===== src/rtl/hidden_ram_ctrl_pkg.sv =====
// hidden_ram_pkg: shared constants and types for the hidden-unit RAM controller.
// Contents:
//   DATA_WIDTH / ADDR_WIDTH / LEN_WIDTH - word, address and burst-length widths
//   RAM_DEPTH                           - number of words in the hidden-unit RAM
//   seq_state_t                         - burst sequencer states
//   addr_inc()                          - address increment that wraps at RAM_DEPTH
package hidden_ram_pkg;

  localparam int DATA_WIDTH = 8;
  localparam int ADDR_WIDTH = 5;
  localparam int LEN_WIDTH  = ADDR_WIDTH + 1;
  localparam int RAM_DEPTH  = 1 << ADDR_WIDTH;

  typedef enum logic [1:0] {
    IDLE  = 2'd0,
    BURST = 2'd1,
    DRAIN = 2'd2,
    DONE  = 2'd3
  } seq_state_t;

  // The address is exactly ADDR_WIDTH bits wide, so the natural overflow of
  // the add gives the modulo-RAM_DEPTH wrap (31 -> 0).
  function automatic logic [ADDR_WIDTH-1:0] addr_inc(input logic [ADDR_WIDTH-1:0] a);
    return a + ADDR_WIDTH'(1);
  endfunction

endpackage


===== src/rtl/hidden_ram_ctrl_if.sv =====
// hidden_ram_ctrl_if: single-port bus between the controller and the
// 32x8 hidden-unit RAM (synchronous write, registered read address).
// Signals:
//   ram_addr - word address (write address, or read address captured by the RAM)
//   ram_data - write data
//   ram_we   - write enable
//   ram_q    - read data, valid the cycle after the address was presented
// Modports: master = controller side, slave = RAM side.
interface hidden_ram_ctrl_if;
  import hidden_ram_pkg::*;

  logic [ADDR_WIDTH-1:0] ram_addr;
  logic [DATA_WIDTH-1:0] ram_data;
  logic                  ram_we;
  logic [DATA_WIDTH-1:0] ram_q;

  modport master (
    output ram_addr,
    output ram_data,
    output ram_we,
    input  ram_q
  );

  modport slave (
    input  ram_addr,
    input  ram_data,
    input  ram_we,
    output ram_q
  );

endinterface


===== src/rtl/hidden_ram_rr_arb.sv =====
// hidden_ram_rr_arb: two-requester round-robin arbiter with a one-bit
// priority pointer. Grants are combinational; the pointer only moves when
// both requesters are active, and then it moves to the requester that lost.
// Ports:
//   clk  - clock
//   rst  - synchronous active-high reset (pointer returns to requester 0)
//   req  - request vector, bit 0 = requester 0, bit 1 = requester 1
//   gnt  - one-hot (or zero) grant vector, same bit order as req
module hidden_ram_rr_arb (
  input  logic       clk,
  input  logic       rst,
  input  logic [1:0] req,
  output logic [1:0] gnt
);

  // 0: requester 0 wins the next contended cycle, 1: requester 1 wins it.
  logic ptr_q;
  logic ptr_d;

  // Grant selection and pointer update.
  always_comb begin
    gnt   = 2'b00;
    ptr_d = ptr_q;
    if (req == 2'b11) begin
      if (ptr_q == 1'b0) begin
        gnt   = 2'b01;
        ptr_d = 1'b1;
      end else begin
        gnt   = 2'b10;
        ptr_d = 1'b0;
      end
    end else begin
      gnt = req;
    end
  end

  // Pointer register.
  always_ff @(posedge clk) begin
    if (rst) begin
      ptr_q <= 1'b0;
    end else begin
      ptr_q <= ptr_d;
    end
  end

endmodule


===== src/rtl/hidden_ram_ctrl.sv =====
// hidden_ram_ctrl: controller/arbiter for the 32x8 hidden-unit RAM.
// Shares the RAM's single address port between a host write port and a
// burst-read sequencer that streams consecutive words to the MAC.
// Ports:
//   clk, rst                  - clock, synchronous active-high reset
//   hw_req/hw_addr/hw_data    - host write request (held until hw_gnt)
//   hw_gnt                    - combinational grant, high when the write hits the RAM
//   seq_start/seq_base/seq_len- burst start, first address, word count (0..32)
//   seq_busy, seq_done        - burst in progress (BURST/DRAIN), one-cycle done pulse
//   rd_data/rd_valid/rd_last  - streamed read words, last-word qualifier
//   stall_cnt                 - cycles the sequencer lost arbitration (optional)
//   ram                       - RAM bus (hidden_ram_ctrl_if.master)
// Build option: define HIDDEN_RAM_CTRL_STALL_CNT_EN to add the stall_cnt port.
module hidden_ram_ctrl
  import hidden_ram_pkg::*;
(
  input  logic                  clk,
  input  logic                  rst,
  input  logic                  hw_req,
  input  logic [ADDR_WIDTH-1:0] hw_addr,
  input  logic [DATA_WIDTH-1:0] hw_data,
  output logic                  hw_gnt,
  input  logic                  seq_start,
  input  logic [ADDR_WIDTH-1:0] seq_base,
  input  logic [LEN_WIDTH-1:0]  seq_len,
  output logic                  seq_busy,
  output logic                  seq_done,
  output logic [DATA_WIDTH-1:0] rd_data,
  output logic                  rd_valid,
  output logic                  rd_last,
`ifdef HIDDEN_RAM_CTRL_STALL_CNT_EN
  output logic [15:0]           stall_cnt,
`endif
  hidden_ram_ctrl_if.master     ram
);

  seq_state_t            state_q, state_d;
  logic [ADDR_WIDTH-1:0] addr_q, addr_d;
  logic [LEN_WIDTH-1:0]  len_q, len_d;
  logic [LEN_WIDTH-1:0]  cnt_q, cnt_d;
  logic [LEN_WIDTH-1:0]  cnt_inc_s;
  logic                  rd_valid_q, rd_valid_d;
  logic                  rd_last_q, rd_last_d;

  logic [1:0]            arb_req_s;
  logic [1:0]            arb_gnt_s;
  logic                  host_win_s;
  logic                  seq_win_s;

  // The sequencer only competes for the port while in BURST; the host
  // request is masked during reset so nothing is granted then.
  assign arb_req_s  = {(state_q == BURST), (hw_req & ~rst)};
  assign host_win_s = arb_gnt_s[0];
  assign seq_win_s  = arb_gnt_s[1];
  assign cnt_inc_s  = cnt_q + LEN_WIDTH'(1);

  hidden_ram_rr_arb u_arb (
    .clk (clk),
    .rst (rst),
    .req (arb_req_s),
    .gnt (arb_gnt_s)
  );

  // RAM port drive: host write, sequencer read address, or all-zero idle.
  always_comb begin
    ram.ram_addr = '0;
    ram.ram_data = '0;
    ram.ram_we   = 1'b0;
    if (host_win_s) begin
      ram.ram_addr = hw_addr;
      ram.ram_data = hw_data;
      ram.ram_we   = 1'b1;
    end else if (seq_win_s) begin
      ram.ram_addr = addr_q;
    end else begin
      ram.ram_addr = '0;
    end
  end

  // Sequencer next-state and read-issue bookkeeping.
  always_comb begin
    state_d    = state_q;
    addr_d     = addr_q;
    len_d      = len_q;
    cnt_d      = cnt_q;
    rd_valid_d = 1'b0;
    rd_last_d  = 1'b0;
    case (state_q)
      IDLE: begin
        if (seq_start) begin
          if (seq_len == {LEN_WIDTH{1'b0}}) begin
            state_d = DONE;
          end else begin
            addr_d  = seq_base;
            len_d   = seq_len;
            cnt_d   = '0;
            state_d = BURST;
          end
        end else begin
          state_d = IDLE;
        end
      end
      BURST: begin
        // A cycle lost to the host issues nothing, so no rd_valid follows.
        if (seq_win_s) begin
          addr_d     = addr_inc(addr_q);
          cnt_d      = cnt_inc_s;
          rd_valid_d = 1'b1;
          if (cnt_inc_s == len_q) begin
            rd_last_d = 1'b1;
            state_d   = DRAIN;
          end else begin
            state_d = BURST;
          end
        end else begin
          state_d = BURST;
        end
      end
      DRAIN: begin
        state_d = DONE;
      end
      DONE: begin
        state_d = IDLE;
      end
      default: begin
        state_d = IDLE;
      end
    endcase
  end

  // Sequencer and read-valid registers.
  always_ff @(posedge clk) begin
    if (rst) begin
      state_q    <= IDLE;
      addr_q     <= '0;
      len_q      <= '0;
      cnt_q      <= '0;
      rd_valid_q <= 1'b0;
      rd_last_q  <= 1'b0;
    end else begin
      state_q    <= state_d;
      addr_q     <= addr_d;
      len_q      <= len_d;
      cnt_q      <= cnt_d;
      rd_valid_q <= rd_valid_d;
      rd_last_q  <= rd_last_d;
    end
  end

  assign hw_gnt   = host_win_s;
  assign seq_busy = (state_q == BURST) || (state_q == DRAIN);
  assign seq_done = (state_q == DONE);
  assign rd_valid = rd_valid_q;
  assign rd_last  = rd_last_q;
  // The RAM registers the address, so ram_q already holds the word for the
  // read issued last cycle; force zero when no read word is present.
  assign rd_data  = rd_valid_q ? ram.ram_q : '0;

`ifdef HIDDEN_RAM_CTRL_STALL_CNT_EN
  logic [15:0] stall_q, stall_d;

  // Stall counter: cleared by an accepted start, saturating count of lost BURST cycles.
  always_comb begin
    stall_d = stall_q;
    if ((state_q == IDLE) && seq_start) begin
      stall_d = 16'h0000;
    end else if ((state_q == BURST) && !seq_win_s && (stall_q != 16'hFFFF)) begin
      stall_d = stall_q + 16'h0001;
    end else begin
      stall_d = stall_q;
    end
  end

  // Stall counter register.
  always_ff @(posedge clk) begin
    if (rst) begin
      stall_q <= 16'h0000;
    end else begin
      stall_q <= stall_d;
    end
  end

  assign stall_cnt = stall_q;
`endif

endmodule


===== src/flat_wrapper.sv =====
// flat-port wrapper written by rule: the top's interface ports become plain ports
module hidden_ram_ctrl_flat import hidden_ram_pkg::*;
  (clk, rst, hw_req, hw_addr, hw_data, hw_gnt, seq_start, seq_base, seq_len, seq_busy, seq_done, rd_data, rd_valid, rd_last, ram_ram_addr, ram_ram_data, ram_ram_we, ram_ram_q);
  hidden_ram_ctrl_if ram_i ();
  input  logic clk;
  input  logic rst;
  input  logic hw_req;
  input  logic [ADDR_WIDTH-1:0] hw_addr;
  input  logic [DATA_WIDTH-1:0] hw_data;
  output logic hw_gnt;
  input  logic seq_start;
  input  logic [ADDR_WIDTH-1:0] seq_base;
  input  logic [LEN_WIDTH-1:0] seq_len;
  output logic seq_busy;
  output logic seq_done;
  output logic [DATA_WIDTH-1:0] rd_data;
  output logic rd_valid;
  output logic rd_last;
  output wire logic [$bits(ram_i.ram_addr)-1:0] ram_ram_addr;
  output wire logic [$bits(ram_i.ram_data)-1:0] ram_ram_data;
  output wire logic [$bits(ram_i.ram_we)-1:0] ram_ram_we;
  input wire logic [$bits(ram_i.ram_q)-1:0] ram_ram_q;
  assign ram_ram_addr = ram_i.ram_addr;
  assign ram_ram_data = ram_i.ram_data;
  assign ram_ram_we = ram_i.ram_we;
  assign ram_i.ram_q = ram_ram_q;
  hidden_ram_ctrl u_core (.clk(clk), .rst(rst), .hw_req(hw_req), .hw_addr(hw_addr), .hw_data(hw_data), .hw_gnt(hw_gnt), .seq_start(seq_start), .seq_base(seq_base), .seq_len(seq_len), .seq_busy(seq_busy), .seq_done(seq_done), .rd_data(rd_data), .rd_valid(rd_valid), .rd_last(rd_last), .ram(ram_i));
endmodule

===== config.mk =====
export PLATFORM = sky130hd
export DESIGN_NAME = hidden_ram_ctrl_flat
export DESIGN_NICKNAME = d
export VERILOG_FILES = /design/src/rtl/hidden_ram_ctrl_pkg.sv /design/src/rtl/hidden_ram_ctrl_if.sv /design/src/rtl/hidden_ram_rr_arb.sv /design/src/rtl/hidden_ram_ctrl.sv /design/src/flat_wrapper.sv
export SDC_FILE = /design/constraint.sdc
export NUM_CORES = 1
export LEC_CHECK = 0
export BUFFER_PORTS_ARGS = -buffer_cell sky130_fd_sc_hd__buf_2
export CAP_MARGIN = 20
export CORE_MARGIN = 3
export CORE_UTILIZATION = 43
export DETAILED_ROUTE_END_ITERATION = 8
export HOLD_SLACK_MARGIN = 0.08
export PLACE_DENSITY = 0.76
export REMOVE_ABC_BUFFERS = 1
export SETUP_SLACK_MARGIN = 0.02
export SLEW_MARGIN = 10
export SYNTH_ARGS = -nofsm -noshare
export SYNTH_HDL_FRONTEND = slang
export SYNTH_HIERARCHICAL = 1
export SYNTH_SLANG_ARGS = --single-unit

===== constraint.sdc =====
create_clock -name clk -period 1.8 [get_ports clk]
set_input_delay 0.18 -clock clk [delete_from_list [all_inputs] [get_ports clk]]
set_output_delay 0.18 -clock clk [all_outputs]
set_load 0.02 [all_outputs]

==> results of run 1 <==
## metal layers
layer	vias up	part of all wire
li1	787	-
met1	735	0.41
met2	51	0.51
met3	11	0.051
met4	0	0.027
met5	-	0
## logic make-up (layout without fill, tap and decap cells)
kind of cell,count (synthesis),count (layout),share of synthesized area
mux,7,7,0.0471
xor+xnor,7,7,0.0412
fa+ha+maj,6,6,0.0505
simple gates,77,77,0.285
flops,22,22,0.296
buf+inv,19,97,0.0825
compound gates,42,42,0.198
## worst min-delay path, stage by stage
cell	delay, ps
buf_2	90
mux2i_1	60
nor2_1	70
## area by class of cell
cell class | instances | area, um2
Clock buffer | 3 | 22.5
Sequential cell | 22 | 445
Inverter | 10 | 37.5
Fill cell | 267 | 1010
Timing Repair Buffer | 84 | 584
Tap cell | 44 | 55.1
Multi-Input combinational cell | 139 | 1020
## stage by stage
stage | power, W | cell area, um2 | hold slack (ps)
after floorplan | 0.000705 | 1400 | 242
after global placement | 0.000819 | 1870 | 437
after detailed placement | 0.000824 | 1870 | 451
after CTS | 0.00109 | 2030 | 127
after global routing | 0.00118 | 2160 | 140
final | 0.00112 | 2160 | 121
## cell usage in the layout, fill, tap and decap left out, types with 2 or more instances in the layout
cell | netlist | final
buf_2 | 0 | 50
ha_2 | 0 | 2
nand2_2 | 0 | 3
nand3_1 | 6 | 6
dfxtp_2 | 0 | 4
nor2_1 | 13 | 12
a32oi_1 | 2 | 2
o32ai_1 | 6 | 5
buf_6 | 1 | 11
a21boi_4 | 0 | 2
xnor2_1 | 4 | 3
and2_4 | 0 | 7
o21a_1 | 2 | 2
a21oi_1 | 9 | 9
inv_1 | 8 | 7
xor2_1 | 3 | 3
dfxtp_1 | 22 | 18
clkbuf_4 | 0 | 3
or3_1 | 2 | 2
mux2i_1 | 7 | 7
inv_2 | 2 | 3
nor2b_1 | 2 | 2
nand2b_1 | 6 | 6
buf_4 | 1 | 21
nand2_1 | 18 | 15
o21ai_1 | 4 | 7
ha_1 | 6 | 3
and2_1 | 16 | 9
nand3b_1 | 3 | 3
## registers in the layout, indices dropped and copies added, names as in the netlist
signal,cells
u_core/addr_q,5
u_core/rd_valid,1
u_core/u_arb/ptr_q,1
u_core/len_q,6
u_core/cnt_q,6
u_core/state_q,2
u_core/rd_last,1
## power by group through the flow
stage               Combinational (W)  Clock [W]  Sequential, W
floorplan                    0.000164          0       0.000541
detailed placement           0.000279          0       0.000545
global route                 0.000389   0.000251       0.000540
global placement             0.000275          0       0.000545
finish                       0.000361   0.000227       0.000537
CTS                          0.000323   0.000229       0.000535
## repair_timing
| item | 4_1_cts | 5_1_grt |
|---|---|---|
| endpoints found under the setup margin | 20 | 29 |
| resized for setup | 23 | 40 |
| pin swaps | 2 | 0 |
| cloned | 3 | 0 |
| setup buffers | 3 | 2 |
## worst min-delay path by stage
stage	start	endpoint	slack (ps)
floorplan	rst	u_core/u_arb/ptr_q	240
global placement	seq_len[5]	u_core/len_q[5]	440
detailed placement	seq_len[5]	u_core/len_q[5]	450
CTS	seq_len[5]	u_core/len_q[5]	130
global route	seq_len[4]	u_core/len_q[4]	140
finish	seq_len[0]	u_core/len_q[0]	120
==> impl_metrics.json, run 1 <==
{
  "crit_path_max_fanout": 11,
  "drive_gt1_frac": 0.484,
  "worst-path-buf-inv": 4,
  "root_buffer": "clkbuf_4",
  "syn_area_um2": 1490,
  "yosysSeqAreaShare": 0.296,
  "overflow": 0,
  "rows": 20,
  "num_vias": 1584,
  "grt_antenna_before_repair": 0,
  "num_io_pins": 63,
  "period_share": 0.995,
  "synth_cells": 180,
  "cts_tree": "yes",
  "synth.most_common_cell": "dfxtp_1",
  "dp.cells": 291,
  "wl_per_cell_um": 14.1,
  "dieArea_um2": 4200,
  "met2_usage": 0.338,
  "use_met1": 0.215,
  "ir_worst_vdd_mv": 0.362,
  "outcome": "completed",
  "diodes": 0,
  "fp.dieH_um": 64.8,
  "power.share.sequential": 0.477,
  "grt_pass1_vias": 1441,
  "synth.top_cells.by_area": "dfxtp_1 30%, and2_1 6.7%, ha_1 5.1%, mux2i_1 4.7%, nand2_1 4.5%",
  "grt.met3_usage": 0.0295,
  "yosys_warnings": 6,
  "grt_pass1_wl_mm": 6.20,
  "htree_levels": 1,
  "gp_congestion": 0.764,
  "cpMostUsedCell": "buf_4",
  "die_w_um": 64.8,
  "maxCapViolations": 0,
  "cts_buffers": 3,
  "swShare": 0.313,
  "timing.rr.start": "u_core/state_q[1]",
  "rsz0062_at_grt": "yes",
  "worstHoldPathCells": 3,
  "hp-class": "primary input to register",
  "crit_type": "register to register",
  "dr.pass1.iters": 4,
  "tns_ps": 0,
  "hpwl_mm": 2.74,
  "core_area_um2": 3180,
  "grt_start_max_net_pins": 31,
  "relSlewSlack": 0.791,
  "synthFlopType": "dfxtp_1",
  "clkTransAtPathRegs_ps": 110,
  "antenna_left": 0,
  "area_growth_pct": 45.6,
  "cp-startpoint": "u_core/state_q[1]",
  "switchingPower_w": 0.000352,
  "hold_viol": 0,
  "cp-start-kind": "register",
  "rr_worst_depth": 9,
  "min_period_ps": 1790,
  "synth_edf_count": 0,
  "wl_mm": 4.26,
  "crit_required_ps": 2030,
  "yosysTopAreaCell": "dfxtp_1",
  "viasPerCell": 5.25,
  "io_buffers": 62,
  "layout.cells.non_filler": 302,
  "crit_end": "u_core/addr_q[0]",
  "r2r_setup_slack_ps": 10,
  "setup_slack_ps": 9.83,
  "syn-mean-instance-area_um2": 8.26,
  "start_util": 0.468,
  "clock_skew_ps": 0.788,
  "final_nets": 302,
  "p_comb_frac": 0.321,
  "p_per_area_nw_per_um2": 519,
  "ctsHoldBuffers": 0,
  "ys_seq_elements": 22,
  "clockBufferDepth": 2,
  "clockPowerShare": 0.202,
  "place_ws_ps": -40.2,
  "final-setup-viol-count": 0,
  "first_iter_violations": 39,
  "r2r-end": "u_core/addr_q[0]",
  "insertion_delay_ps": 310,
  "synthDistinctLibCells": 49,
  "top_usage_layer": "met2",
  "total_leakage_power_nw": 0.986,
  "critPathCaptureType": "register",
  "clock-sinks": 22,
  "arrival_ps": 2020,
  "max_stage_delay_ps": 350,
  "drc_errors": 0,
  "internal-power_w": 0.000772,
  "slew_viol_final": 0,
  "path_delay_family": "compound AO/OA/AOI/OAI gates",
  "cp_cell_sequence": "inv_2 > ha_4 > buf_12 > buf_4 > o21ai_2 > o21a_1 > buf_4 > a21oi_1 > a311oi_1",
  "tightest_slew_ps": 313,
  "grtUsageTotal": 0.185,
  "fin_util": 0.681,
  "async_reset_ff_frac": 0,
  "ys_top_cells_by_count": "22 x dfxtp_1, 18 x nand2_1, 16 x and2_1, 13 x nor2_1, 9 x a21oi_1",
  "timing.fmax_mhz": 559,
  "synth_top_area_frac": 0.296,
  "critPathSlowestCell": "dfxtp_2",
  "cp.depth": 9
}
Power figures use the tool's default switching activity.
==> inputs of run 2 (changes only) <==
--- a/config.mk
+++ b/config.mk
@@ -5,17 +5,17 @@
 export SDC_FILE = /design/constraint.sdc
 export NUM_CORES = 1
 export LEC_CHECK = 0
+export ABC_AREA = 0
 export BUFFER_PORTS_ARGS = -buffer_cell sky130_fd_sc_hd__buf_2
 export CAP_MARGIN = 20
 export CORE_MARGIN = 3
-export CORE_UTILIZATION = 43
+export CORE_UTILIZATION = 42
 export DETAILED_ROUTE_END_ITERATION = 8
 export HOLD_SLACK_MARGIN = 0.08
-export PLACE_DENSITY = 0.76
+export PLACE_DENSITY = 0.75
 export REMOVE_ABC_BUFFERS = 1
 export SETUP_SLACK_MARGIN = 0.02
 export SLEW_MARGIN = 10
 export SYNTH_ARGS = -nofsm -noshare
 export SYNTH_HDL_FRONTEND = slang
-export SYNTH_HIERARCHICAL = 1
 export SYNTH_SLANG_ARGS = --single-unit
==> run 2 against run 1 <==
  * Via count shrank 6.7%
  * Synthesized cell count shrank 2.8%
  * Global-route usage shrank 2.1 points
  * Worst setup slack gained 78 ps
  * Final area shrank 9.3%
  * Total power grew 32%
  * Maximum frequency grew 4.6%
  * Critical path depth shrank 3
  * Sequential cell count is the same
  * Critical endpoint is now ram_ram_data[7]
  * Largest power group is now combinational logic
==> impl_metrics.json, run 2 <==
{
  "outcome": "completed",
  "hold_slack_ps": 99.9,
  "slew_viol_final": 0,
  "syn_area_um2": 1430,
  "critPathCaptureType": "primary output",
  "hpwl_mm": 2.56,
  "tightest_slew_ps": 416,
  "cp-start-kind": "register",
  "wl_per_cell_um": 12.3,
  "grt_start_max_net_pins": 27,
  "multi_input_area_um2": 971,
  "critPathSlowestCell": "dfxtp_2",
  "cts_buffers": 3,
  "htree_levels": 1,
  "overflow": 0,
  "clock-sinks": 22,
  "cp_cell_sequence": "inv_2 > ha_4 > a21oi_4 > buf_4 > and2_1 > buf_2",
  "p_per_area_nw_per_um2": 756,
  "start_util": 0.452,
  "dpl_cell_area_um2": 1790,
  "min_period_ps": 1710,
  "clock_skew_ps": 3.32,
  "synthDistinctLibCells": 44,
  "yosysTopAreaCell": "dfxtp_1",
  "crit_type": "register to primary output",
  "cts_tree": "yes",
  "final_nets": 286,
  "rsz0062_at_grt": "yes",
  "fp.dieH_um": 64.3,
  "num_io_pins": 63,
  "grtUsageTotal": 0.164,
  "clockBufferDepth": 2,
  "antenna_left": 0,
  "setup_slack_ps": 88.2,
  "synth_cells": 175,
  "insertion_delay_ps": 310,
  "dr.pass1.iters": 4,
  "layout_commonest_cell": "buf_2",
  "fin_util": 0.623,
  "relSlewSlack": 0.722,
  "synth_edf_count": 0,
  "timing.rr.start": "u_core.state_q[0]",
  "max_stage_delay_ps": 350,
  "yosysSeqAreaShare": 0.309,
  "wl_mm": 3.53,
  "grt_pass1_vias": 1347,
  "fill_cells": 286,
  "synth.most_common_cell": "nand2_1",
  "grt_pass1_wl_mm": 5.51,
  "worstHoldPathCells": 3,
  "ir_worst_vdd_mv": 0.442,
  "grt_antenna_before_repair": 0,
  "synthFlopType": "dfxtp_1",
  "ys_top_cells_by_count": "24 x nand2_1, 22 x dfxtp_1, 17 x and2_1, 16 x nor2_1, 11 x a21oi_1",
  "power_w": 0.00148,
  "final_cell_mix": "54 x buf_2, 20 x nand2_1, 20 x dfxtp_1",
  "area_growth_pct": 37.6,
  "timing.fmax_mhz": 584,
  "hp-class": "primary input to register",
  "gp_congestion": 0.786,
  "r2r_setup_slack_ps": 110,
  "yosys_warnings": 0,
  "dieArea_um2": 4130,
  "final_area_um2": 1960,
  "diodes": 0,
  "async_reset_ff_frac": 0,
  "arrival_ps": 1530,
  "rr_worst_depth": 7,
  "period_share": 0.951,
  "syn-mean-instance-area_um2": 8.15,
  "root_buffer": "clkbuf_4",
  "total_leakage_power_nw": 0.892,
  "regArea_um2": 443,
  "rows": 20,
  "clkTransAtPathRegs_ps": 130,
  "r2r-end": "u_core.len_q[0]",
  "final-setup-viol-count": 0,
  "core_area_um2": 3150,
  "synth_top_area_frac": 0.309,
  "synth.top_cells.by_area": "dfxtp_1 31%, and2_1 7.5%, nand2_1 6.3%, ha_1 5.3%, nor2_1 4.2%",
  "io_buffers": 62,
  "top_regs": "u_core.cnt_q (6), u_core.len_q (6), u_core.addr_q (5)",
  "drive_gt1_frac": 0.424,
  "worst-path-buf-inv": 3,
  "hold_start": "seq_len[3]",
  "drc_errors": 0,
  "crit_path_max_fanout": 6,
  "place_ws_ps": 127,
  "crit_required_ps": 1620,
  "num_vias": 1478,
  "hold_end": "u_core.len_q[3]",
  "hold_viol": 0,
  "maxCapViolations": 0,
  "ys_seq_elements": 22,
  "path_delay_family": "buffers and inverters",
  "first_iter_violations": 55,
  "die_w_um": 64.3,
  "viasPerCell": 5.15
}
## run 2: tightest hold or removal path: stages
cell     delay, ps
buf_2          100
nand2_1         50
a21oi_1         50
## run 2: stage by stage
| step | instances | TNS, ps |
|---|---|---|
| final | 287 | 0 |
| after global routing | 287 | -23.2 |
| after CTS | 284 | 0 |
| after detailed placement | 279 | 0 |
| after global placement | 279 | 0 |
| after floorplan | 166 | -11020 |
## run 2: timing repair
| action | CTS | global route |
|---|---|---|
| cloned | 1 | 1 |
| hold buffers | 0 | 0 |
| resized for setup | 9 | 33 |
| setup endpoints to repair | 15 | 26 |
| setup buffers | 0 | 2 |
| pin swaps | 1 | 2 |
## run 2: how the worst max path moves through the flow
stage	startpoint	end	depth (start not counted)
global route	u_core.state_q[0]	u_core.len_q[0]	7
floorplan	u_core.state_q[1]	ram_ram_addr[0]	4
detailed placement	u_core.cnt_q[1]	u_core.state_q[1]	6
global placement	u_core.cnt_q[0]	u_core.state_q[1]	6
finish	u_core.state_q[1]	ram_ram_data[7]	6
CTS	u_core.state_q[1]	ram_ram_data[3]	6
## run 2: area by class of cell
class,count,share of cell area
Inverter,5,0.00956
Tap cell,44,0.0280
Sequential cell,22,0.226
Timing Repair Buffer,73,0.224
Clock buffer,4,0.0185
Multi-Input combinational cell,139,0.495
## run 2: cells by family (layout without fill, tap and decap cells)
kind of cell,Yosys count,count (layout),synth area share
mux,5,5,0.0351
xor+xnor,8,8,0.0491
compound gates,41,41,0.204
flops,22,22,0.309
simple gates,79,79,0.299
fa+ha+maj,6,6,0.0526
buf+inv,14,82,0.0518
## run 2: report_power, final
group | total, W | switching (W) | internal, W
logic | 0.000604 | 0.000333 | 0.000272
clock network | 0.000281 | 0.000158 | 0.000124
registers | 0.000598 | 0.0000550 | 0.000543
total | 0.00148 | 0.000545 | 0.000938
## run 2: routing by layer
metal,vias to the layer above,wire [um],global-route usage
li1,744,-,-
met1,677,1540,0.181
met2,49,1710,0.308
met3,8,220,0.0228
met4,0,63,0.0712
met5,-,0,0
